--- src/rtl/tone_capture_if.sv ---
// tone_capture_if: groups the tone-capture control and result signals.
//   enable    : measurement enable level (driven by master)
//   pwm_in    : tone line under measurement, asynchronous to clk (driven by master)
//   period    : cycles between the last two accepted rising edges
//   high_time : cycles from rising to falling edge for the reported period
//   valid     : one-cycle strobe, period/high_time update in the same cycle
//   silent    : level, 1 when no valid tone is being measured
interface tone_capture_if #(
  parameter int unsigned CNT_W = 32
);
  logic             enable;
  logic             pwm_in;
  logic [CNT_W-1:0] period;
  logic [CNT_W-1:0] high_time;
  logic             valid;
  logic             silent;

  modport master (
    output enable,
    output pwm_in,
    input  period,
    input  high_time,
    input  valid,
    input  silent
  );

  modport slave (
    input  enable,
    input  pwm_in,
    output period,
    output high_time,
    output valid,
    output silent
  );
endinterface

--- src/rtl/tone_capture.sv ---
// tone_capture: measures period and high time of a square wave on pwm_in.
//   clk   : system clock (single domain)
//   reset : asynchronous active-low reset
//   bus   : tone_capture_if slave (enable/pwm_in in; period/high_time/valid/silent out)
// Input path is a 2-FF synchronizer, a DEBOUNCE-sample glitch filter and a registered
// edge detector, giving a constant DEBOUNCE+3 cycle pin-to-strobe latency for both edges.
module tone_capture #(
  parameter int unsigned CNT_W    = 32,
  parameter int unsigned DEBOUNCE = 4,
  parameter int unsigned TIMEOUT  = 32'd1_000_000
) (
  input  logic           clk,
  input  logic           reset,
  tone_capture_if.slave  bus
);

  localparam int unsigned      DebW       = (DEBOUNCE > 1) ? $clog2(DEBOUNCE) : 1;
  localparam logic [DebW-1:0]  DebLast    = DebW'(DEBOUNCE - 1);
  localparam logic [CNT_W-1:0] TimeoutVal = CNT_W'(TIMEOUT);

  typedef enum logic [1:0] {StIdle, StWaitRise, StMeasure} state_e;

  // Input conditioning
  logic            sync1_q, sync2_q;
  logic            f_q, f_d, f_prev_q;
  logic [DebW-1:0] deb_q, deb_d;
  logic            rise_q, fall_q;

  always_comb begin
    f_d   = f_q;
    deb_d = '0;
    // Count consecutive disagreeing samples; any agreement restarts the count.
    if (sync2_q != f_q) begin
      if (deb_q == DebLast) begin
        f_d = sync2_q;
      end else begin
        deb_d = deb_q + DebW'(1);
      end
    end
  end

  always_ff @(posedge clk or negedge reset) begin
    if (!reset) begin
      sync1_q  <= 1'b0;
      sync2_q  <= 1'b0;
      f_q      <= 1'b0;
      deb_q    <= '0;
      f_prev_q <= 1'b0;
      rise_q   <= 1'b0;
      fall_q   <= 1'b0;
    end else begin
      sync1_q  <= bus.pwm_in;
      sync2_q  <= sync1_q;
      f_q      <= f_d;
      deb_q    <= deb_d;
      f_prev_q <= f_q;
      rise_q   <= f_q & ~f_prev_q;
      fall_q   <= ~f_q & f_prev_q;
    end
  end

  // Measurement FSM
  state_e           state_q, state_d;
  logic [CNT_W-1:0] cnt_q, cnt_d;
  logic [CNT_W-1:0] hi_lat_q, hi_lat_d;
  logic             seen_fall_q, seen_fall_d;
  logic [CNT_W-1:0] period_q, period_d;
  logic [CNT_W-1:0] high_q, high_d;
  logic             valid_q, valid_d;
  logic             silent_q, silent_d;

  always_comb begin
    state_d     = state_q;
    cnt_d       = rise_q ? CNT_W'(1) :
                  (cnt_q == TimeoutVal) ? cnt_q : cnt_q + CNT_W'(1);
    hi_lat_d    = fall_q ? cnt_q : hi_lat_q;
    seen_fall_d = seen_fall_q | fall_q;
    period_d    = period_q;
    high_d      = high_q;
    valid_d     = 1'b0;
    silent_d    = silent_q;

    if (!bus.enable) begin
      // Disable beats a coincident rise strobe; last results are kept.
      state_d     = StIdle;
      silent_d    = 1'b1;
      cnt_d       = '0;
      hi_lat_d    = '0;
      seen_fall_d = 1'b0;
    end else begin
      unique case (state_q)
        StIdle: begin
          cnt_d       = '0;
          hi_lat_d    = '0;
          seen_fall_d = 1'b0;
          silent_d    = 1'b1;
          state_d     = StWaitRise;
        end
        StWaitRise: begin
          if (rise_q) begin
            seen_fall_d = 1'b0;
            state_d     = StMeasure;
          end
        end
        StMeasure: begin
          // Timeout has priority: a rise in the saturated cycle would exceed the range.
          if (cnt_q == TimeoutVal) begin
            silent_d = 1'b1;
            period_d = '0;
            high_d   = '0;
            state_d  = StWaitRise;
          end else if (rise_q) begin
            seen_fall_d = 1'b0;
            if (seen_fall_q) begin
              period_d = cnt_q;
              high_d   = hi_lat_q;
              valid_d  = 1'b1;
              silent_d = 1'b0;
            end else begin
              // No fall since the previous rise: the period is meaningless, drop it.
              hi_lat_d = '0;
            end
          end
        end
        default: state_d = StIdle;
      endcase
    end
  end

  always_ff @(posedge clk or negedge reset) begin
    if (!reset) begin
      state_q     <= StIdle;
      cnt_q       <= '0;
      hi_lat_q    <= '0;
      seen_fall_q <= 1'b0;
      period_q    <= '0;
      high_q      <= '0;
      valid_q     <= 1'b0;
      silent_q    <= 1'b1;
    end else begin
      state_q     <= state_d;
      cnt_q       <= cnt_d;
      hi_lat_q    <= hi_lat_d;
      seen_fall_q <= seen_fall_d;
      period_q    <= period_d;
      high_q      <= high_d;
      valid_q     <= valid_d;
      silent_q    <= silent_d;
    end
  end

  assign bus.period    = period_q;
  assign bus.high_time = high_q;
  assign bus.valid     = valid_q;
  assign bus.silent    = silent_q;

endmodule

--- src/flat_wrapper.sv ---
// flat-port wrapper written by rule: the top's interface ports become plain ports
module tone_capture_flat 
#(
  parameter int unsigned CNT_W    = 32,
  parameter int unsigned DEBOUNCE = 4,
  parameter int unsigned TIMEOUT  = 32'd1_000_000
)
  (clk, reset, bus_enable, bus_pwm_in, bus_period, bus_high_time, bus_valid, bus_silent);
  tone_capture_if #(.CNT_W(CNT_W)) bus_i ();
  input  logic clk;
  input  logic reset;
  input wire logic [$bits(bus_i.enable)-1:0] bus_enable;
  input wire logic [$bits(bus_i.pwm_in)-1:0] bus_pwm_in;
  output wire logic [$bits(bus_i.period)-1:0] bus_period;
  output wire logic [$bits(bus_i.high_time)-1:0] bus_high_time;
  output wire logic [$bits(bus_i.valid)-1:0] bus_valid;
  output wire logic [$bits(bus_i.silent)-1:0] bus_silent;
  assign bus_i.enable = bus_enable;
  assign bus_i.pwm_in = bus_pwm_in;
  assign bus_period = bus_i.period;
  assign bus_high_time = bus_i.high_time;
  assign bus_valid = bus_i.valid;
  assign bus_silent = bus_i.silent;
  tone_capture #(.CNT_W(CNT_W), .DEBOUNCE(DEBOUNCE), .TIMEOUT(TIMEOUT)) u_core (.clk(clk), .reset(reset), .bus(bus_i));
endmodule
--- config.mk ---
export PLATFORM = sky130hd
export DESIGN_NAME = tone_capture_flat
export DESIGN_NICKNAME = d
export VERILOG_FILES = /design/src/rtl/tone_capture_if.sv /design/src/rtl/tone_capture.sv /design/src/flat_wrapper.sv
export SDC_FILE = /design/constraint.sdc
export NUM_CORES = 1
export LEC_CHECK = 0
export ABC_AREA = 1
export BUFFER_PORTS_ARGS = -buffer_cell sky130_fd_sc_hd__buf_4
export CAP_MARGIN = 20
export CORE_AREA = 2 2 121 123
export CTS_CLUSTER_DIAMETER = 40
export CTS_CLUSTER_SIZE = 16
export DETAILED_ROUTE_END_ITERATION = 8
export DIE_AREA = 0 0 123 125
export GPL_TIMING_DRIVEN = 0
export PLACE_DENSITY = 0.71
export RECOVER_POWER = 50
export SLEW_MARGIN = 30
export SYNTH_ARGS = -nofsm -noshare
export SYNTH_HDL_FRONTEND = slang
export SYNTH_SLANG_ARGS = --single-unit
--- constraint.sdc ---
create_clock -name clk -period 1.7 [get_ports clk]
set_input_delay 0.34 -clock clk [delete_from_list [all_inputs] [get_ports clk]]
set_output_delay 0.34 -clock clk [all_outputs]
set_load 0.02 [all_outputs]
---- Yosys cells after proc, flatten, opt, wreduce, memory -nomap -nowiden ----
Index checks and enable logic that the tools add are counted.
storage, ports and cells
  register bits after elaboration ......... 141
  input port bits ......................... 4
  output and inout bits ................... 66
  logic and storage cells ................. 76
cells by class
  add/sub/neg operators ................... 2
  eq/ne operators ......................... 11
  mux-type cells .......................... 36
  bitwise operators ....................... 5
  reductions and logical operators ........ 7
operators with widths
  kind                   number
  $mux 32                15
  $pmux 32 s2            1
  $add 32x1->32 const B  1
  $eq 32x20->1 const B   1
  $mux 1                 12
  $mux 2                 5
  $ne 4x2->1 const B     2
  $ne 3x2->1 const B     2
  $pmux 2 s3             1
  $eq 2x2->1 const B     2
  $ne 4x3->1 const B     1
  $reduce_and 2->1       2
  $reduce_and 4->1       1
  $reduce_bool 2->1      2
  $ne 3x1->1 const B     1
  $pmux 1 s3             1
  $reduce_and 3->1       1
  $add 2x1->2 const B    1
  $and 1x1->1            2
  $eq 2x1->1 const B     1
  $logic_not 2->1        1
  $not 1->1              2
  $pmux 1 s2             1
  $ne 1x1->1             1
  $or 1x1->1             1

---- Logic depth before layout (Yosys ltp) ----
Gate-level depths: netlist of the first run.
  depth in word-level cells ............... 6
  mapped depth ............................ 13
  mapped depth without buffers ............ 11

---- Worst setup path before layout of the first run ----
OpenSTA, ideal clock, no wires.
  path type ............................... register -> register
  start point ............................. reg u_core.cnt_q[0]
  end point ............................... reg u_core.period_q[4], in the netlist u_core.bus.period[4]
  setup time .............................. 0.117 ns
  arrival ................................. 1.529 ns
  data required time ...................... 1.583 ns
  slack ................................... 0.054 ns
  stages on the path, launching flop included .. 14
  path buffers ............................ 2
  period minus slack after synthesis ...... 1.646 ns
  cells stage by stage .................... dfrtp_1 -> inv_1 -> ha_1 -> nand2_1 -> nor2_1 -> nand2_1 -> nor2_1 -> nand2_2 -> nand2_2 -> nor2_2 -> buf_6 -> buf_6 -> nand2_1 -> nand2_1
between the ends
  longest elaborated chain between the ends .. 3
  elaborated cells between the ends (all ways) .. 5
  those cells by class .................... eq/ne (1); mux (1); reduce/logical (3)
ends and longest elaborated chain
  element                      RTL line             text
  start: declaration           tone_capture.sv:64   logic [CNT_W-1:0] cnt_q, cnt_d;
  start signal: assignment     tone_capture.sv:142  cnt_q <= cnt_d;
  $eq 32x20->1 (*)             tone_capture.sv:107  if (cnt_q == TimeoutVal) begin
  $reduce_bool 2->1 (no line)  --
  $reduce_and 4->1 (no line)   --
  end signal: assignment       tone_capture.sv:145  period_q <= period_d;
  end: declaration             tone_capture.sv:67   logic [CNT_W-1:0] period_q, period_d;
Every way passes the cells marked *; elsewhere a longest branch is shown, timed or not.
A chain may end at the register's enable or synchronous reset.

---- Final worst setup path of the first run ----
  start point ............................. reg u_core.cnt_q[1]
  end point ............................... reg u_core.period_q[21], in the netlist u_core.bus.period[21]
The elaborated chain is that of the path after synthesis.

==> results of run 1 <==
-- final cells by class --
type	instances	area, um2	area share
Clock inverter	6	82.6	0.00971
Clock buffer	25	505	0.0595
Multi-Input combinational cell	543	2790	0.328
Inverter	57	219	0.0258
Timing Repair Buffer	103	853	0.100
Sequential cell	141	3550	0.418
Tap cell	184	230	0.0271
Buffer	33	267	0.0313
-- power by group --
group	internal [uW]	leakage [uW]	switching [uW]	total (uW)
Combinational	604	0.00190	1170	1770
Clock	2340	0.000289	1330	3670
Sequential	3590	0.00192	191	3780
Total	6530	0.00411	2690	9220
-- final timing paths --
| path | depth (start not counted) | slack, ns | end | startpoint |
|---|---|---|---|---|
| setup / recovery | 13 | -0.15 | u_core.bus.period[21] | u_core.cnt_q[1] |
| hold / removal | 1 | 0.05 | u_core.sync1_q | bus_pwm_in |
| setup reg to reg | 13 | -0.15 | u_core.bus.period[21] | u_core.cnt_q[1] |
| hold reg to reg | 0 | 0.35 | u_core.sync2_q | u_core.sync1_q |
| max in group asynchronous | 3 | 0.21 | u_core.cnt_q[8] | reset |
| min in group asynchronous | 2 | 0.56 | u_core.bus.period[24] | reset |
-- stage by stage --
stage / TNS [ns] / cells / hold slack [ns] / utilization / total power [uW]
floorplan: 0 / 773 / 0.0444 / - / 4710
CTS: -7.49 / 1080 / 0.0109 / 0.584 / 9110
global route: -21.51 / 1092 / 0.0341 / 0.599 / 9620
global placement: -68.90 / 1025 / 0.333 / 0.500 / 5090
detailed placement: -31.05 / 1026 / 0.287 / 0.503 / 5150
finish: -11.65 / 1092 / 0.0466 / 0.599 / 9220
-- critical path, delay by kind of cell, from the launching register on --
| kind | cells | cell delay [ns] |
|---|---|---|
| buf+inv | 3 | 0.40 |
| fa+ha+maj | 1 | 0.14 |
| simple gates | 9 | 0.79 |
| flops | 1 | 0.42 |
-- layer usage --
layer,vias up,GRT usage
li1,2740,-
met1,2622,0.311
met5,-,0
met4,0,0.0956
met2,171,0.341
met3,30,0.0493
-- synth_stat cells (5+ instances only) --
cell      number
nand2_1      304
dfrtp_1      140
nor2_1        66
inv_1         54
a21oi_1       52
o211ai_1      32
nand3_1       24
nor3_1        16
o21ai_0       15
nand4_1       12
clkbuf_1      11
buf_2         10
buf_6          9
nand2_2        5
-- flip-flops by register name, summed over array words and instances (netlist names), 2 cells and up --
name	flops
u_core.bus.high_time	32
u_core.deb_q	2
u_core.hi_lat_q	32
u_core.bus.period	32
u_core.state_q	2
u_core.cnt_q	32
-- what timing repair did --
item,CTS,global route
cloned,7,0
pin swaps,30,6
setup buffers,15,12
setup endpoints to repair,117,120
hold buffers,1,0
endpoints found under the hold margin,55,0
resized for setup,110,76
-- kinds of logic (layout without fill, tap and decap cells) --
logic type,count (synthesis),after routing,share of synthesized area
DFF,141,141,0.555
and+or+nand+nor,432,433,0.272
xor gates and xnor gates,5,5,0.00688
AOI/OAI and AO/OA,102,102,0.0940
buffers and inverters,90,224,0.0663
adders and majority gates,3,3,0.00590
==> impl_metrics.tcl, run 1 <==
set metrics [dict create \
    status "finished, violations left" \
    violations "negative setup slack" \
    die_h_um 125 \
    routedWlPerCell_um 15.1 \
    drc 0 \
    wl_met2_mm 7.68 \
    cts_tree "done" \
    final_common_cell "nand2_1" \
    period_share 1.09 \
    ys_types 28 \
    synthCells 773 \
    synth_ff_type "dfrtp_1" \
    p_per_area_mw_per_mm2 1080 \
    syn2layout_area_growth_pct 33.6 \
    worstSkewPairLatency_ns 0.42 \
    crit_path_top_delay_cell "dfrtp_2" \
    diodes 0 \
    synthArstFlopShare 1.00 \
    coreArea_mm2 0.0142 \
    final_cell_mix "nand2_1, dfrtp_1, buf_4" \
    ys_seq_area_frac 0.555 \
    nets 903 \
    overflow 0 \
    ctsHtreeMaxLevel 4 \
    ir_worst_vdd_mv 0.721 \
    required_ns 2.01 \
    syn_avg_cell_area_um2 8.23 \
    slew_violations 0 \
    routabilityCongestion 0.884 \
    die_w_um 123 \
    numCtsBuffers 17 \
    hold_class "input port to flop" \
    startpoint_type "flop" \
    synth_largest_area_cell "dfrtp_1" \
    crit_path_max_incr_delay_ns 0.42 \
    finalCriticalPeriod_ns 1.85 \
    fin_skew_ns 0.00822 \
    synth_edf_count 0 \
    nFillCells 1218 \
    wl_mm 16.5 \
    ys_seq_elements 141 \
    grt_use_total 0.224 \
    cts_buffer_depth 2 \
    vias 5563 \
    numPortBuffers 68 \
    tightest_slew_ns 0.782 \
    postLayoutCellArea_mm2 0.00850 \
    vias_per_cell 5.09 \
    critical_path_class "flop to flop" \
    io_pins 70 \
    drt_iter0_markers 385 \
    rows 44 \
    antenna_found_initial 0 \
    wl_met1_mm 7.51 \
    timing.fmax_mhz 540 \
    layout_setup_ws_ns -0.153 \
    crit_fanout 10 \
    syn_area_mm2 0.00636 \
    firstDrtPassIters 7 \
    path_clk_slew_ns 0.06 \
    grt_pass1_vias 5461 \
    place_ws_ns -0.407 \
    wl_met3_um 904 \
    ant_nets 0 \
    grt_pass1_wl_mm 26.9 \
    start_util 0.448 \
    maxCapViolCount 0 \
    cts_root_buf "clkbuf_16" \
    placed_area_mm2 0.00714 \
    rsz0062_at_grt "true" \
    cp.arrival_ns 2.16 \
    drive_gt1_frac 0.316 \
    worstPathCellList "inv_2 > ha_4 > nand2_2 > nor2_2 > nand2_1 > nor2_2 > nand2_2 > nand2_2 > nand2_4 > buf_12 > buf_8 > nand2_1 > nand2_1" \
    place_hpwl_mm 10.7 \
    p_leak_uw 0.00411 \
    highest_layer "met4" \
    cts_sinks 141 \
    final-hold-violation-count 0 \
    die_area_mm2 0.0154 \
    setup_violations 108 \
    synthesis.nets 780 \
    yosysTopAreaCellShare 0.551 \
    cp-end-kind "flop" \
    slew_headroom 0.479 \
    yosys-top-cells-area "dfrtp_1, nand2_1, a21oi_1, nor2_1, o211ai_1" \
    grt_max_degree 86 \
    ys_warn_count 0 \
]
Power figures use the tool's default switching activity.
==> inputs of run 2 (changes only) <==
HOLD_SLACK_MARGIN = 0.1   (was default)
==> impl_metrics.tcl, run 2 (synthesized netlist as in run 1, its figures left out) <==
set metrics [dict create \
    grt_pass1_vias 5461 \
    crit_path_top_delay_cell "dfrtp_2" \
    slew_violations 0 \
    fin_skew_ns 0.00845 \
    start_util 0.448 \
    cp.arrival_ns 2.17 \
    finalCriticalPeriod_ns 1.86 \
    maxCapViolCount 0 \
    netSwitchingFraction 0.292 \
    p_per_area_mw_per_mm2 1080 \
    die_area_mm2 0.0154 \
    nets 904 \
    period_share 1.10 \
    numCtsBuffers 17 \
    die_h_um 125 \
    drc 0 \
    vias 5566 \
    grt_use_total 0.224 \
    slew_headroom 0.480 \
    switching_power_uw 2690 \
    critPathTopFamily "simple AND/OR/NAND/NOR gates" \
    timing.fmax_mhz 537 \
    p_int_uw 6530 \
    cts_tree "done" \
    final_cell_mix "nand2_1, dfrtp_1, buf_4" \
    fin_cells 1093 \
    status "finished, violations left" \
    drt_iter0_markers 395 \
    p_leak_uw 0.00411 \
    drive_gt1_frac 0.316 \
    worstSkewPairLatency_ns 0.42 \
    rsz0062_at_grt "true" \
    placed_area_mm2 0.00714 \
    diodes 0 \
    tightest_slew_ns 0.781 \
    dp_cells 1026 \
    rows 44 \
    routedWlPerCell_um 15.1 \
    startpoint_type "flop" \
    overflow 0 \
    hold_class "input port to flop" \
    p_clk_frac 0.398 \
    cts_sinks 141 \
    vias_per_cell 5.09 \
    holdWs_ns 0.286 \
    grt_pass1_wl_mm 26.9 \
    crit_path_max_incr_delay_ns 0.42 \
    layout_setup_ws_ns -0.162 \
    numPortBuffers 68 \
    final_common_cell "nand2_1" \
    p_seq_frac 0.410 \
    critical_path_class "flop to flop" \
    cp-end-kind "flop" \
    final-hold-violation-count 0 \
    setup_violations 110 \
    grt_max_degree 86 \
    ir_worst_vdd_mv 0.723 \
    final_core_util 0.599 \
    path_clk_slew_ns 0.06 \
    place_hpwl_mm 10.7 \
    cts_buffer_depth 2 \
    combPwrFrac 0.192 \
    die_w_um 123 \
    cts_root_buf "clkbuf_16" \
    coreArea_mm2 0.0142 \
    firstDrtPassIters 5 \
    routabilityCongestion 0.884 \
    syn2layout_area_growth_pct 33.8 \
    violations "negative setup slack" \
    antenna_found_initial 0 \
    finalPower_uw 9220 \
    cp_num_buf_inv 3 \
    postLayoutCellArea_mm2 0.00851 \
    worstPathCellList "inv_2 > ha_4 > nand2_2 > nor2_2 > nand2_1 > nor2_2 > nand2_2 > nand2_2 > nand2_4 > buf_12 > buf_8 > nand2_1 > nand2_1" \
    crit_fanout 10 \
    ant_nets 0 \
    required_ns 2.01 \
    ctsHtreeMaxLevel 4 \
    wl_mm 16.5 \
    io_pins 70 \
]
run 2: cell count changes in the layout (fill, tap and decap cells not counted), sizes merged:
cell / before / now
dlygate4sd3: 1 / 2
run 2: cell type report:
cell class	instances	area (um2)
fillers	1217	5690
flip-flops and latches	141	3550
multi-input cells	543	2790
repair buffers	104	863
clock buffers	25	505
plain buffers	33	267
well taps	184	230
inverters	57	219
clock inverters	6	82.6
run 2: worst paths after layout:
check	start	to	slack [ns]	cells after the start
worst max-delay path	u_core.cnt_q[0]	u_core.bus.period[21]	-0.16	13
worst min-delay path	bus_enable	u_core.hi_lat_q[1]	0.29	3
min in group asynchronous	reset	u_core.bus.period[24]	0.56	2
max in group asynchronous	reset	u_core.cnt_q[8]	0.21	3
worst max register to register	u_core.cnt_q[0]	u_core.bus.period[21]	-0.16	13
worst min register to register	u_core.sync1_q	u_core.sync2_q	0.35	0
run 2: per-layer routing:
layer	share of wire	GRT usage	wire [um]	vias to the layer above
li1	-	-	-	2740
met1	0.46	0.311	7640	2637
met2	0.47	0.341	7720	161
met3	0.048	0.0493	788	28
met4	0.023	0.0956	388	0
met5	0	0	0	-
run 2: power by group through the flow:
stage | Sequential [uW] | Clock (uW) | Combinational (uW)
6_report | 3780 | 3670 | 1770
5_1_grt | 3800 | 3870 | 1950
4_1_cts | 3760 | 3730 | 1630
3_5_place_dp | 3820 | 0 | 1330
3_3_place_gp | 3810 | 0 | 1280
2_1_floorplan | 3760 | 0 | 947
run 2: worst register-to-register path, cell delays in order (launching register included):
cell and delay [ns]:
dfrtp_2 0.42, inv_2 0.09, ha_4 0.14, nand2_2 0.05, nor2_2 0.08, nand2_1 0.07
nor2_2 0.13, nand2_2 0.13, nand2_2 0.11, nand2_4 0.10, buf_12 0.18, buf_8 0.13
nand2_1 0.06, nand2_1 0.06
run 2: what timing repair did:
item / 4_1_cts / 5_1_grt
gates cloned: 7 / 0
endpoints found under the hold margin: 56 / 0
buffers inserted: 15 / 12
gates resized for setup: 110 / 76
setup endpoints to repair: 117 / 120
pin swaps: 30 / 6
hold buffers: 2 / 0
run 2: metrics by stage:
step | setup TNS [ns] | worst slack (ns)
2_1_floorplan | 0 | 0.0538
3_3_place_gp | -68.90 | -0.369
3_5_place_dp | -31.05 | -0.407
4_1_cts | -7.49 | -0.0961
5_1_grt | -21.51 | -0.241
6_report | -12.58 | -0.162
==> inputs of run 3 (changes only) <==
PLACE_DENSITY = 0.68   (was 0.71)
clock period = 2.1 ns   (was 1.7 ns; I/O delays follow)
==> impl_metrics.tcl, run 3 (synthesized netlist as in run 1, its figures left out) <==
set metrics [dict create \
    status "finished, final reports clean" \
    worstSkewPairLatency_ns 0.42 \
    grt_pass1_vias 5174 \
    grt_max_degree 75 \
    highest_layer "met4" \
    drt_iter0_markers 407 \
    ant_nets 0 \
    io_pins 70 \
    tightest_slew_ns 0.919 \
    wl_mm 15.0 \
    ctsHtreeMaxLevel 4 \
    cts_buffer_depth 2 \
    nets 871 \
    place_hpwl_mm 10.6 \
    vias 5278 \
    die_h_um 125 \
    nFillCells 1375 \
    overflow 0 \
    grt_use_total 0.212 \
    setup_violations 0 \
    routabilityCongestion 0.895 \
    slew_headroom 0.387 \
    holdWs_ns 0.345 \
    grt_pass1_wl_mm 25.5 \
    cp_num_buf_inv 3 \
    rows 44 \
    vias_per_cell 4.97 \
    p_clk_frac 0.436 \
    combPwrFrac 0.149 \
    final-hold-violation-count 0 \
    crit_path_top_delay_cell "dfrtp_2" \
    p_per_area_mw_per_mm2 965 \
    firstDrtPassIters 5 \
    wl_met3_um 698 \
    crit_fanout 10 \
    numPortBuffers 68 \
    tns_ns 0 \
    critPathTopFamily "simple AND/OR/NAND/NOR gates" \
    p_seq_frac 0.415 \
    required_ns 2.40 \
    path_clk_slew_ns 0.06 \
    drive_gt1_frac 0.0821 \
    maxCapViolCount 0 \
    timing.fmax_mhz 507 \
    ir_worst_vdd_mv 0.476 \
    cts_tree "done" \
    numCtsBuffers 17 \
    ff_latch_area_mm2 0.00353 \
    coreArea_mm2 0.0142 \
    fin_skew_ns 0.00685 \
    final_cell_mix "nand2_1, dfrtp_1, clkbuf_1" \
    cpMostUsedCell "nand2_1" \
    cts_root_buf "clkbuf_16" \
    die_area_mm2 0.0154 \
    slew_violations 0 \
    crit_path_max_incr_delay_ns 0.44 \
    finalCriticalPeriod_ns 1.97 \
    syn2layout_area_growth_pct 19.4 \
    final_common_cell "nand2_1" \
    p_leak_uw 0.00370 \
    cp-end-kind "flop" \
    diodes 0 \
    multi_input_area_mm2 0.00242 \
    cts_sinks 141 \
    drc 0 \
    p_int_uw 5340 \
    wl_met2_mm 6.53 \
    cp.arrival_ns 2.28 \
    wl_met1_mm 7.25 \
    critical_path_class "flop to flop" \
    period_share 0.939 \
    netSwitchingFraction 0.272 \
    routedWlPerCell_um 14.1 \
    startpoint_type "flop" \
    switching_power_uw 1990 \
    start_util 0.448 \
    hold_class "flop to flop" \
    die_w_um 123 \
    antenna_found_initial 0 \
    worstPathCellList "inv_1 > ha_1 > nand2_1 > nor2_1 > nand2_1 > nor2_2 > nand2_2 > nand2_2 > nor2_2 > buf_6 > buf_6 > nand2_1 > nand2_1" \
    rsz0062_at_grt "false" \
]
## run 3: per-stage QoR
| step | instances | power, uW | area, um2 | setup slack (ns) | utilization |
|---|---|---|---|---|---|
| finish | 1061 | 7330 | 7600 | 0.128 | 0.535 |
| detailed placement | 1026 | 4140 | 7140 | 0.0171 | 0.503 |
| floorplan | 773 | 3810 | 6360 | 0.454 | - |
| global placement | 1025 | 4110 | 7100 | 0.0190 | 0.500 |
| global route | 1061 | 7690 | 7600 | 0.0140 | 0.535 |
| CTS | 1060 | 7350 | 7790 | 0.0160 | 0.549 |
## run 3: power groups by stage
stage	logic [uW]	registers, uW	clock network, uW
2_1_floorplan	767	3050	0
3_3_place_gp	1020	3090	0
3_5_place_dp	1050	3090	0
4_1_cts	1060	3050	3250
5_1_grt	1240	3070	3370
6_report	1090	3040	3200
## run 3: path summary, 6_finish.rpt
| check | from | to | slack [ns] | cells after the start |
|---|---|---|---|---|
| min | u_core.sync1_q | u_core.sync2_q | 0.34 | 0 |
| max | u_core.cnt_q[0] | u_core.bus.high_time[0] | 0.13 | 13 |
| min reg2reg | u_core.sync1_q | u_core.sync2_q | 0.34 | 0 |
| min in group asynchronous | reset | u_core.bus.period[24] | 0.71 | 2 |
| max reg2reg | u_core.cnt_q[0] | u_core.bus.high_time[0] | 0.13 | 13 |
| max in group asynchronous | reset | u_core.sync1_q | 0.54 | 3 |
## run 3: repair_timing
item                       CTS  global route
hold endpoints to repair    67             0
resized for setup            1            15
hold buffers                 2             0
setup buffers                0             1
setup endpoints to repair    4            65
pin swaps                    0             0
## run 3: area by class of cell
type / count / share of cell area
inverters: 57 / 0.0282
flip-flops and latches: 141 / 0.465
clock inverters: 11 / 0.0216
well taps: 184 / 0.0303
clock buffers: 21 / 0.0619
repair buffers: 72 / 0.0445
plain buffers: 33 / 0.0303
multi-input cells: 542 / 0.318
## run 3: routing by layer
metal,up-vias,GRT usage
met3,37,0.0443
met1,2446,0.310
met4,0,0.0949
li1,2660,-
met2,135,0.305
met5,-,0
